### src/rtl/reciprocal_fx_pkg.sv
// Fixed-point defaults and helpers shared by the reciprocal unit.
// Qm.n with sign included in the integer bits.
package reciprocal_fx_pkg;

  localparam int Q_M = 6;
  localparam int Q_N = 10;
  localparam int Q_W = Q_M + Q_N;

  function automatic int max_pos(input int w);
    return (1 << (w - 1)) - 1;
  endfunction

  function automatic int int_to_f(input int v, input int n);
    return v <<< n;
  endfunction

  function automatic int f_to_int(input int v, input int n);
    return v >>> n;
  endfunction

  function automatic int frac(input int v, input int n);
    return v & ((1 << n) - 1);
  endfunction

endpackage

### src/rtl/reciprocal_fx_if.sv
// Operand/result bundle of the reciprocal unit.
// No handshake: the unit accepts a new operand every cycle.
interface reciprocal_fx_if
  import reciprocal_fx_pkg::*;
#(
  parameter int W = Q_W
);

  logic signed [W-1:0] i_data;
  logic                i_abs;
  logic signed [W-1:0] o_data;
  logic                o_sat;

  modport master (
    output i_data,
    output i_abs,
    input  o_data,
    input  o_sat
  );

  modport slave (
    input  i_data,
    input  i_abs,
    output o_data,
    output o_sat
  );

endinterface

### src/rtl/reciprocal_fx_core.sv
// Combinational restoring divider: floor(2^(2N) / mag).
// Clamps to the max positive code and flags overflow.
module recip_core #(
  parameter int W = 16,
  parameter int N = 10
) (
  input  logic [W:0]   i_mag,
  output logic [W-1:0] o_quot,
  output logic         o_ovf
);

  localparam int DW = 2 * N + 1;
  localparam int QL = (DW > W) ? DW : W;
  localparam int RW = W + 2;
  localparam logic [W-1:0] MAXP =
    {1'b0, {(W-1){1'b1}}};

  logic [QL-1:0] q;
  logic [RW-1:0] rem;
  logic [RW-1:0] den;

  // dividend is a single one at bit 2N
  always_comb begin
    q   = '0;
    rem = '0;
    den = {1'b0, i_mag};
    for (int i = QL - 1; i >= 0; i--) begin
      rem = {rem[RW-2:0], (i == 2 * N)};
      if (rem >= den) begin
        rem  = rem - den;
        q[i] = 1'b1;
      end
    end
  end

  always_comb begin
    o_ovf  = (i_mag == '0) || (|(q >> (W - 1)));
    o_quot = o_ovf ? MAXP : q[W-1:0];
  end

endmodule

### src/rtl/reciprocal_fx.sv
// Signed Qm.n reciprocal with abs mode and saturation flag.
// One registered output stage, one result per cycle.
module reciprocal_fx
  import reciprocal_fx_pkg::*;
#(
  parameter int M = Q_M,
  parameter int N = Q_N
) (
  input  logic            clk,
  input  logic            reset,
  reciprocal_fx_if.slave  bus
);

  localparam int W = M + N;

  if (N < 8 || M < 2) begin : g_bad_fmt
    $error("reciprocal_fx: need N >= 8 and M >= 2");
  end

  logic         neg;
  logic [W:0]   x_ext;
  logic [W:0]   mag;
  logic [W-1:0] quot;
  logic         ovf;
  logic [W-1:0] data_d, data_q;
  logic         sat_d, sat_q;

  // W+1 bits so -2^(W-1) has a representable magnitude
  always_comb begin
    neg   = bus.i_data[W-1];
    x_ext = {neg, bus.i_data};
    mag   = neg ? -x_ext : x_ext;
  end

  recip_core #(
    .W (W),
    .N (N)
  ) u_core (
    .i_mag  (mag),
    .o_quot (quot),
    .o_ovf  (ovf)
  );

  always_comb begin
    data_d = (neg && !bus.i_abs) ? -quot : quot;
    sat_d  = ovf;
  end

  always_ff @(posedge clk or negedge reset) begin
    if (!reset) begin
      data_q <= '0;
      sat_q  <= 1'b0;
    end else begin
      data_q <= data_d;
      sat_q  <= sat_d;
    end
  end

  assign bus.o_data = data_q;
  assign bus.o_sat  = sat_q;

endmodule

### src/flat_wrapper.sv
// flat-port wrapper written by rule: the top's interface ports become plain ports
module reciprocal_fx_flat import reciprocal_fx_pkg::*;
#(
  parameter int M = Q_M,
  parameter int N = Q_N
)
  (clk, reset, bus_i_data, bus_i_abs, bus_o_data, bus_o_sat);
  reciprocal_fx_if #(.W(16)) bus_i ();
  input  logic clk;
  input  logic reset;
  input wire logic [$bits(bus_i.i_data)-1:0] bus_i_data;
  input wire logic [$bits(bus_i.i_abs)-1:0] bus_i_abs;
  output wire logic [$bits(bus_i.o_data)-1:0] bus_o_data;
  output wire logic [$bits(bus_i.o_sat)-1:0] bus_o_sat;
  assign bus_i.i_data = bus_i_data;
  assign bus_i.i_abs = bus_i_abs;
  assign bus_o_data = bus_i.o_data;
  assign bus_o_sat = bus_i.o_sat;
  reciprocal_fx #(.M(M), .N(N)) u_core (.clk(clk), .reset(reset), .bus(bus_i));
endmodule
### config.mk
export PLATFORM = sky130hd
export DESIGN_NAME = reciprocal_fx_flat
export DESIGN_NICKNAME = d
export VERILOG_FILES = /design/src/rtl/reciprocal_fx_pkg.sv /design/src/rtl/reciprocal_fx_if.sv /design/src/rtl/reciprocal_fx_core.sv /design/src/rtl/reciprocal_fx.sv /design/src/flat_wrapper.sv
export SDC_FILE = /design/constraint.sdc
export NUM_CORES = 1
export LEC_CHECK = 0
export ABC_AREA = 1
export CORE_UTILIZATION = 60
export DETAILED_ROUTE_END_ITERATION = 16
export GPL_TIMING_DRIVEN = 0
export PLACE_DENSITY = 0.81
export SYNTH_ARGS = -nofsm -noshare
export SYNTH_HDL_FRONTEND = slang
export SYNTH_HIERARCHICAL = 1
export SYNTH_SLANG_ARGS = --single-unit
### constraint.sdc
create_clock -name clk -period 0.8 [get_ports clk]
set_input_delay 0.2 -clock clk [delete_from_list [all_inputs] [get_ports clk]]
set_output_delay 0.2 -clock clk [all_outputs]
set_load 0.02 [all_outputs]
==> results.json, run 1 <==
{
  "synth_cells": 3339,
  "synth-edff-count": 0,
  "cts.sinks": 17,
  "crit_endpoint": "u_core/bus.o_data[12]$_DFF_PN0_/D",
  "fp-row-count": 66,
  "fp.dieW_um": 185,
  "cts-root-buf": "clkbuf_16",
  "async_reset_ff_frac": 1.00,
  "ys_seq_area_frac": 0.0213,
  "yosys_warnings": 6,
  "htreeDepth": 1,
  "synth_largest_area_cell": "ha_1",
  "status": "did not finish",
  "ys.flop_type": "dfrtp_1",
  "ys_top_cells_by_area": "ha_1, nand2_1, xor2_1",
  "io_buffers": 34,
  "worst-ep-kind": "register input",
  "dp.cells": 3824,
  "place_area_um2": 21600,
  "ys_seq_elements": 17,
  "grt_max_degree": 22,
  "cts-buffers-inserted": 3,
  "stop_stage": "5_1_grt",
  "start_util": 0.613,
  "place_hpwl_um": 45500,
  "holdBufCountCts": 0,
  "avgSynthCellArea_um2": 5.99,
  "synth_top_area_frac": 0.201,
  "die_h_um": 185,
  "firstError": "[ERROR DPL-0038] Utilization greater than 100%, impossible to legalize",
  "io_pins": 36,
  "gp_congestion": 0.925,
  "ys_types": 60,
  "cts.path.max_buffers": 2,
  "syn_area_um2": 20000
}
## metrics by stage
stage	hold WS, ns	worst slack [ns]	setup TNS, ns
detailed placement	0.659	-48.31	-793.05
CTS	0.132	-39.02	-634.08
floorplan	-0.0956	-39.66	-640.97
global placement	0.654	-47.39	-778.11
## logic make-up after synthesis
kind of cell               Yosys count  share of synthesized area
AOI/OAI and AO/OA                  725                      0.210
xor gates and xnor gates           304                      0.133
adders and majority gates          321                      0.201
buffers and inverters              531                      0.116
DFF                                 17                     0.0213
other                                2                   0.000376
and+or+nand+nor                   1439                      0.318
## cell usage after synthesis, types with 21 or more instances
cell type / instances
o21ai_0: 179
o21bai_1: 62
o21ai_1: 78
xor2_1: 202
buf_4: 21
nand3_2: 21
nand3_1: 248
a21oi_1: 291
xnor2_1: 102
nor2_1: 127
nand2_1: 902
ha_1: 321
nand4_1: 23
nand2_2: 37
inv_1: 441
buf_6: 23
## repair_timing
item                                    in CTS
endpoints found under the setup margin      51
setup buffers                              535
cloned                                      21
pin swaps                                  420
gates resized for setup                    685
==> run 2, diff against run 1 <==
--- a/config.mk
+++ b/config.mk
@@ -6,10 +6,10 @@
 export NUM_CORES = 1
 export LEC_CHECK = 0
 export ABC_AREA = 1
-export CORE_UTILIZATION = 60
+export CORE_UTILIZATION = 40
 export DETAILED_ROUTE_END_ITERATION = 16
 export GPL_TIMING_DRIVEN = 0
-export PLACE_DENSITY = 0.81
+export PLACE_DENSITY_LB_ADDON = 0.15
 export SYNTH_ARGS = -nofsm -noshare
 export SYNTH_HDL_FRONTEND = slang
 export SYNTH_HIERARCHICAL = 1
==> constraint.sdc (replaced) <==
create_clock -name clk -period 1.05 [get_ports clk]
set_input_delay 0.2625 -clock clk [delete_from_list [all_inputs] [get_ports clk]]
set_output_delay 0.2625 -clock clk [all_outputs]
set_load 0.02 [all_outputs]
==> results.json, run 2 <==
{
  "status": "finished, violations left",
  "violations": "setup timing",
  "holdBufCountCts": 0,
  "final_cell_mix": "nand2_1, buf_4, inv_1",
  "cp-start-kind": "primary input",
  "synth-edff-count": 0,
  "design.die.area_um2": 50900,
  "grt_usage": 0.281,
  "ys_top_cells_by_count": "nand2_1, inv_1, ha_1",
  "criticalPathCategory": "in2reg",
  "io_buffers": 34,
  "ant_nets": 0,
  "use_met3": 0.0164,
  "die_h_um": 226,
  "worst_slack_ns": -41.26,
  "yosys_warnings": 6,
  "fin_setup_tns_ns": -668.14,
  "rsz0062_at_grt": "true",
  "worst-endpoint-required_ns": 1.23,
  "slowest_delay_ns": 0.48,
  "drive_above_1_share": 0.409,
  "critPathArrivalTime_ns": 42.49,
  "fmaxAchievable_mhz": 23.6,
  "ys.flop_type": "dfrtp_1",
  "cts.sinks": 17,
  "hp-class": "in2async",
  "via_per_inst": 5.50,
  "htreeDepth": 1,
  "ys_top_cells_by_area": "ha_1, nand2_1, xor2_1",
  "start_util": 0.407,
  "cpMaxStageDelayCell": "o21ai_0",
  "max_slew_margin": 0.161,
  "grt_use_met2": 0.528,
  "fp-row-count": 81,
  "drt_wl_total_um": 84400,
  "synth_largest_area_cell": "ha_1",
  "grt.overflow.total": 0,
  "drtPass1Iterations": 8,
  "grt_first_pass_wirelength_um": 119000,
  "fp.dieW_um": 226,
  "nets": 4506,
  "setup_viol": 17,
  "cts-root-buf": "clkbuf_16",
  "ys_seq_elements": 17,
  "cts.path.max_buffers": 2,
  "cts.clk_slew.worst_paths_ns": 0.05,
  "final_common_cell": "nand2_1",
  "gp_congestion": 0.853,
  "cp_max_fo": 10,
  "io_pins": 36,
  "synthToLayoutAreaGrowth_pct": 61.4,
  "syn_area_um2": 20000,
  "antenna_found_initial": 0,
  "busiest_layer": "met2",
  "yosysMostFrequentCell": "nand2_1",
  "async_reset_ff_frac": 1.00,
  "post-route-period-util": 40.3,
  "cap_violations": 0,
  "synth_cells": 3339,
  "diodes": 0,
  "avgSynthCellArea_um2": 5.99,
  "ys_types": 60,
  "grt_pass1_vias": 24600,
  "crit_top_cell": "nand2_2",
  "min_period_ns": 42.31,
  "drc_errors": 0,
  "place_hpwl_um": 45900,
  "worst_pin_slew_ns": 1.25,
  "cts-buffers-inserted": 3,
  "core_area_um2": 49200,
  "vias": 26500,
  "grt_max_degree": 22,
  "drt-wirelength-per-cell_um": 17.5,
  "ys_seq_area_frac": 0.0213,
  "initialDrtViolationCount": 1920,
  "cts_tree": "built",
  "synth_top_area_frac": 0.201,
  "largest_reg_flops": 16,
  "use_met1": 0.336,
  "finalHoldViolCount": 0,
  "finalMaxSlewViolations": 0,
  "critPathCaptureType": "flip-flop"
}
## run 2: cell counts after synthesis
Identical to the previous run, type by type.
## run 2: routing by layer
metal	wire length (µm)	share of wire
met1	33600	0.40
met2	41600	0.49
met3	4660	0.055
met4	4530	0.054
met5	0	0
## run 2: what timing repair did
action / in CTS / in global routing
cloned: 23 / 3
endpoints found under the setup margin: 34 / 17
pin swaps: 411 / 459
buffers inserted: 583 / 180
resized for setup: 671 / 397
## run 2: final cells by class
type / instances / area, µm²
Tap cell: 664 / 831
Timing Repair inverter: 15 / 82.6
Multi-Input combinational cell: 2802 / 21700
Clock buffer: 4 / 78.8
Timing Repair Buffer: 797 / 6280
Buffer: 73 / 881
Sequential cell: 17 / 425
Inverter: 457 / 2000
Fill cell: 3845 / 16900
## run 2: metrics by stage
stage / util / setup WS, ns / instance area (µm²) / hold slack [ns] / cells
after floorplan: - / -39.47 / 20700 / -0.0331 / 3348
after global routing: 0.656 / -43.63 / 32300 / 0.481 / 4829
after detailed placement: 0.445 / -48.75 / 21900 / 0.721 / 4046
final: 0.656 / -41.26 / 32300 / 0.440 / 4829
after CTS: 0.589 / -38.86 / 28900 / 0.466 / 4654
after global placement: 0.445 / -48.90 / 21900 / 0.727 / 4046
## run 2: how the worst max path moves through the flow
stage / cells after the start / slack (ns) / to / from
final: 314 / -41.26 / u_core/bus.o_data[14]$_DFF_PN0_ / bus_i_data[1]
after global routing: 314 / -43.63 / u_core/bus.o_data[14]$_DFF_PN0_ / bus_i_data[1]
after CTS: 321 / -38.86 / u_core/bus.o_data[14]$_DFF_PN0_ / bus_i_data[1]
after detailed placement: 317 / -48.75 / u_core/bus.o_data[14]$_DFF_PN0_ / bus_i_data[0]
after global placement: 309 / -48.90 / u_core/bus.o_data[14]$_DFF_PN0_ / bus_i_data[0]
after floorplan: 325 / -39.47 / u_core/bus.o_data[14]$_DFF_PN0_ / bus_i_data[1]
## run 2: cell families after synthesis
group                      share of synthesized area
other                                       0.000376
AOI/OAI and AO/OA                              0.210
xor gates and xnor gates                       0.133
buffers and inverters                          0.116
DFF                                           0.0213
adders and majority gates                      0.201
and+or+nand+nor                                0.318
## run 2: critical path: cells and delay by family
family                     cells  cell delay, ns
and+or+nand+nor              124           11.21
adders and majority gates     22            5.93
xor gates and xnor gates       2            0.44
AOI/OAI and AO/OA            106           17.68
buffers and inverters         60            6.69
Power of run 2 is left out: the tool's default activity adds up to more than one toggle a clock period on the data nets, which glitch-free logic cannot reach.
==> run 3, diff against run 2 <==
--- a/config.mk
+++ b/config.mk
@@ -7,6 +7,7 @@
 export LEC_CHECK = 0
 export ABC_AREA = 1
 export CORE_UTILIZATION = 40
+export CTS_BUF_LIST = sky130_fd_sc_hd__clkbuf_16
 export DETAILED_ROUTE_END_ITERATION = 16
 export GPL_TIMING_DRIVEN = 0
 export PLACE_DENSITY_LB_ADDON = 0.15
==> results.json, run 3 (synthesis gave the netlist of run 2 again) <==
{
  "status": "finished, violations left",
  "violations": "setup timing",
  "cap_violations": 0,
  "criticalPathCategory": "in2reg",
  "place_area_um2": 21900,
  "drive_above_1_share": 0.409,
  "final_cell_mix": "nand2_1, buf_4, inv_1",
  "die_h_um": 226,
  "crit_top_cell": "nand2_2",
  "vias": 26500,
  "grt_max_degree": 22,
  "cts-buffers-inserted": 3,
  "setup_viol": 17,
  "synthToLayoutAreaGrowth_pct": 61.4,
  "hp-class": "in2async",
  "hold-worst-slack_ns": 0.440,
  "slowest_delay_ns": 0.48,
  "start_util": 0.407,
  "io_buffers": 34,
  "cts.clk_slew.worst_paths_ns": 0.05,
  "via_per_inst": 5.50,
  "drc_errors": 0,
  "finalHoldViolCount": 0,
  "design.die.area_um2": 50900,
  "cp-start-kind": "primary input",
  "worst-endpoint-required_ns": 1.23,
  "grt_first_pass_wirelength_um": 119000,
  "drt-wirelength-per-cell_um": 17.5,
  "cts-root-buf": "clkbuf_16",
  "fp.dieW_um": 226,
  "gp_congestion": 0.853,
  "place_hpwl_um": 45900,
  "htreeDepth": 1,
  "ant_nets": 0,
  "nets": 4506,
  "post-route-period-util": 40.3,
  "grt.overflow.total": 0,
  "io_pins": 36,
  "finalMaxSlewViolations": 0,
  "worst_slack_ns": -41.26,
  "postLayoutCellArea_um2": 32300,
  "fin_cells": 4829,
  "cpMaxStageDelayCell": "o21ai_0",
  "diodes": 0,
  "cts_tree": "built",
  "initialDrtViolationCount": 1920,
  "worst_pin_slew_ns": 1.25,
  "dp.cells": 4046,
  "cts.path.max_buffers": 2,
  "critPathArrivalTime_ns": 42.49,
  "drt_wl_total_um": 84400,
  "fmaxAchievable_mhz": 23.6,
  "min_period_ns": 42.31,
  "rsz0062_at_grt": "true",
  "drtPass1Iterations": 8,
  "final_common_cell": "nand2_1",
  "fp-row-count": 81,
  "cts.sinks": 17,
  "grt_pass1_vias": 24600,
  "grt_usage": 0.281,
  "core_area_um2": 49200,
  "antenna_found_initial": 0,
  "cp_max_fo": 10,
  "fin_setup_tns_ns": -668.13,
  "largest_reg_flops": 16,
  "max_slew_margin": 0.161,
  "critPathCaptureType": "flip-flop"
}
## run 3: cell type report
class / count / area [µm²]
multi-input combinational: 2802 / 21700
fill: 3845 / 16900
timing repair buffer: 797 / 6280
inverter: 457 / 2000
buffer: 73 / 881
tap: 664 / 831
sequential: 17 / 425
timing repair inverter: 15 / 82.6
clock buffer: 3 / 75.1
clock inverter: 1 / 3.75
## run 3: how the worst max path moves through the flow
| stage | startpoint | to | slack, ns | cells after the start |
|---|---|---|---|---|
| after floorplan | bus_i_data[1] | u_core/bus.o_data[14]$_DFF_PN0_ | -39.47 | 325 |
| after global placement | bus_i_data[0] | u_core/bus.o_data[14]$_DFF_PN0_ | -48.90 | 309 |
| after detailed placement | bus_i_data[0] | u_core/bus.o_data[14]$_DFF_PN0_ | -48.75 | 317 |
| after CTS | bus_i_data[1] | u_core/bus.o_data[14]$_DFF_PN0_ | -38.86 | 321 |
| after global routing | bus_i_data[1] | u_core/bus.o_data[14]$_DFF_PN0_ | -43.63 | 314 |
| final | bus_i_data[1] | u_core/bus.o_data[14]$_DFF_PN0_ | -41.26 | 319 |
## run 3: worst max-delay path: cells and delay by family
family          cells  cell delay [ns]
compound gates     96            15.82
xor+xnor            3             0.46
fa+ha+maj          22             5.92
buf+inv            76             8.70
simple gates      122            11.06
## run 3: routing by layer
layer / share of wire / vias to the layer above / GRT usage / wire, µm
met5: 0 / - / 0 / 0
met4: 0.054 / 0 / 0.0922 / 4560
met3: 0.055 / 418 / 0.0164 / 4640
met2: 0.49 / 1028 / 0.528 / 41600
met1: 0.40 / 12300 / 0.336 / 33700
li1: - / 12800 / - / -
## run 3: what timing repair did
item / CTS / global route
buffers inserted: 583 / 180
hold buffers: 0 / 0
resized for setup: 671 / 397
pin swaps: 411 / 459
gates cloned: 23 / 3
setup endpoints to repair: 34 / 17
## run 3: metrics by stage
step                      worst slack (ns)   util
after floorplan                     -39.47      -
after global placement              -48.90  0.445
after detailed placement            -48.75  0.445
after CTS                           -38.86  0.589
after global routing                -43.63  0.656
final                               -41.26  0.656
Power of run 3 is left out for the same reason.
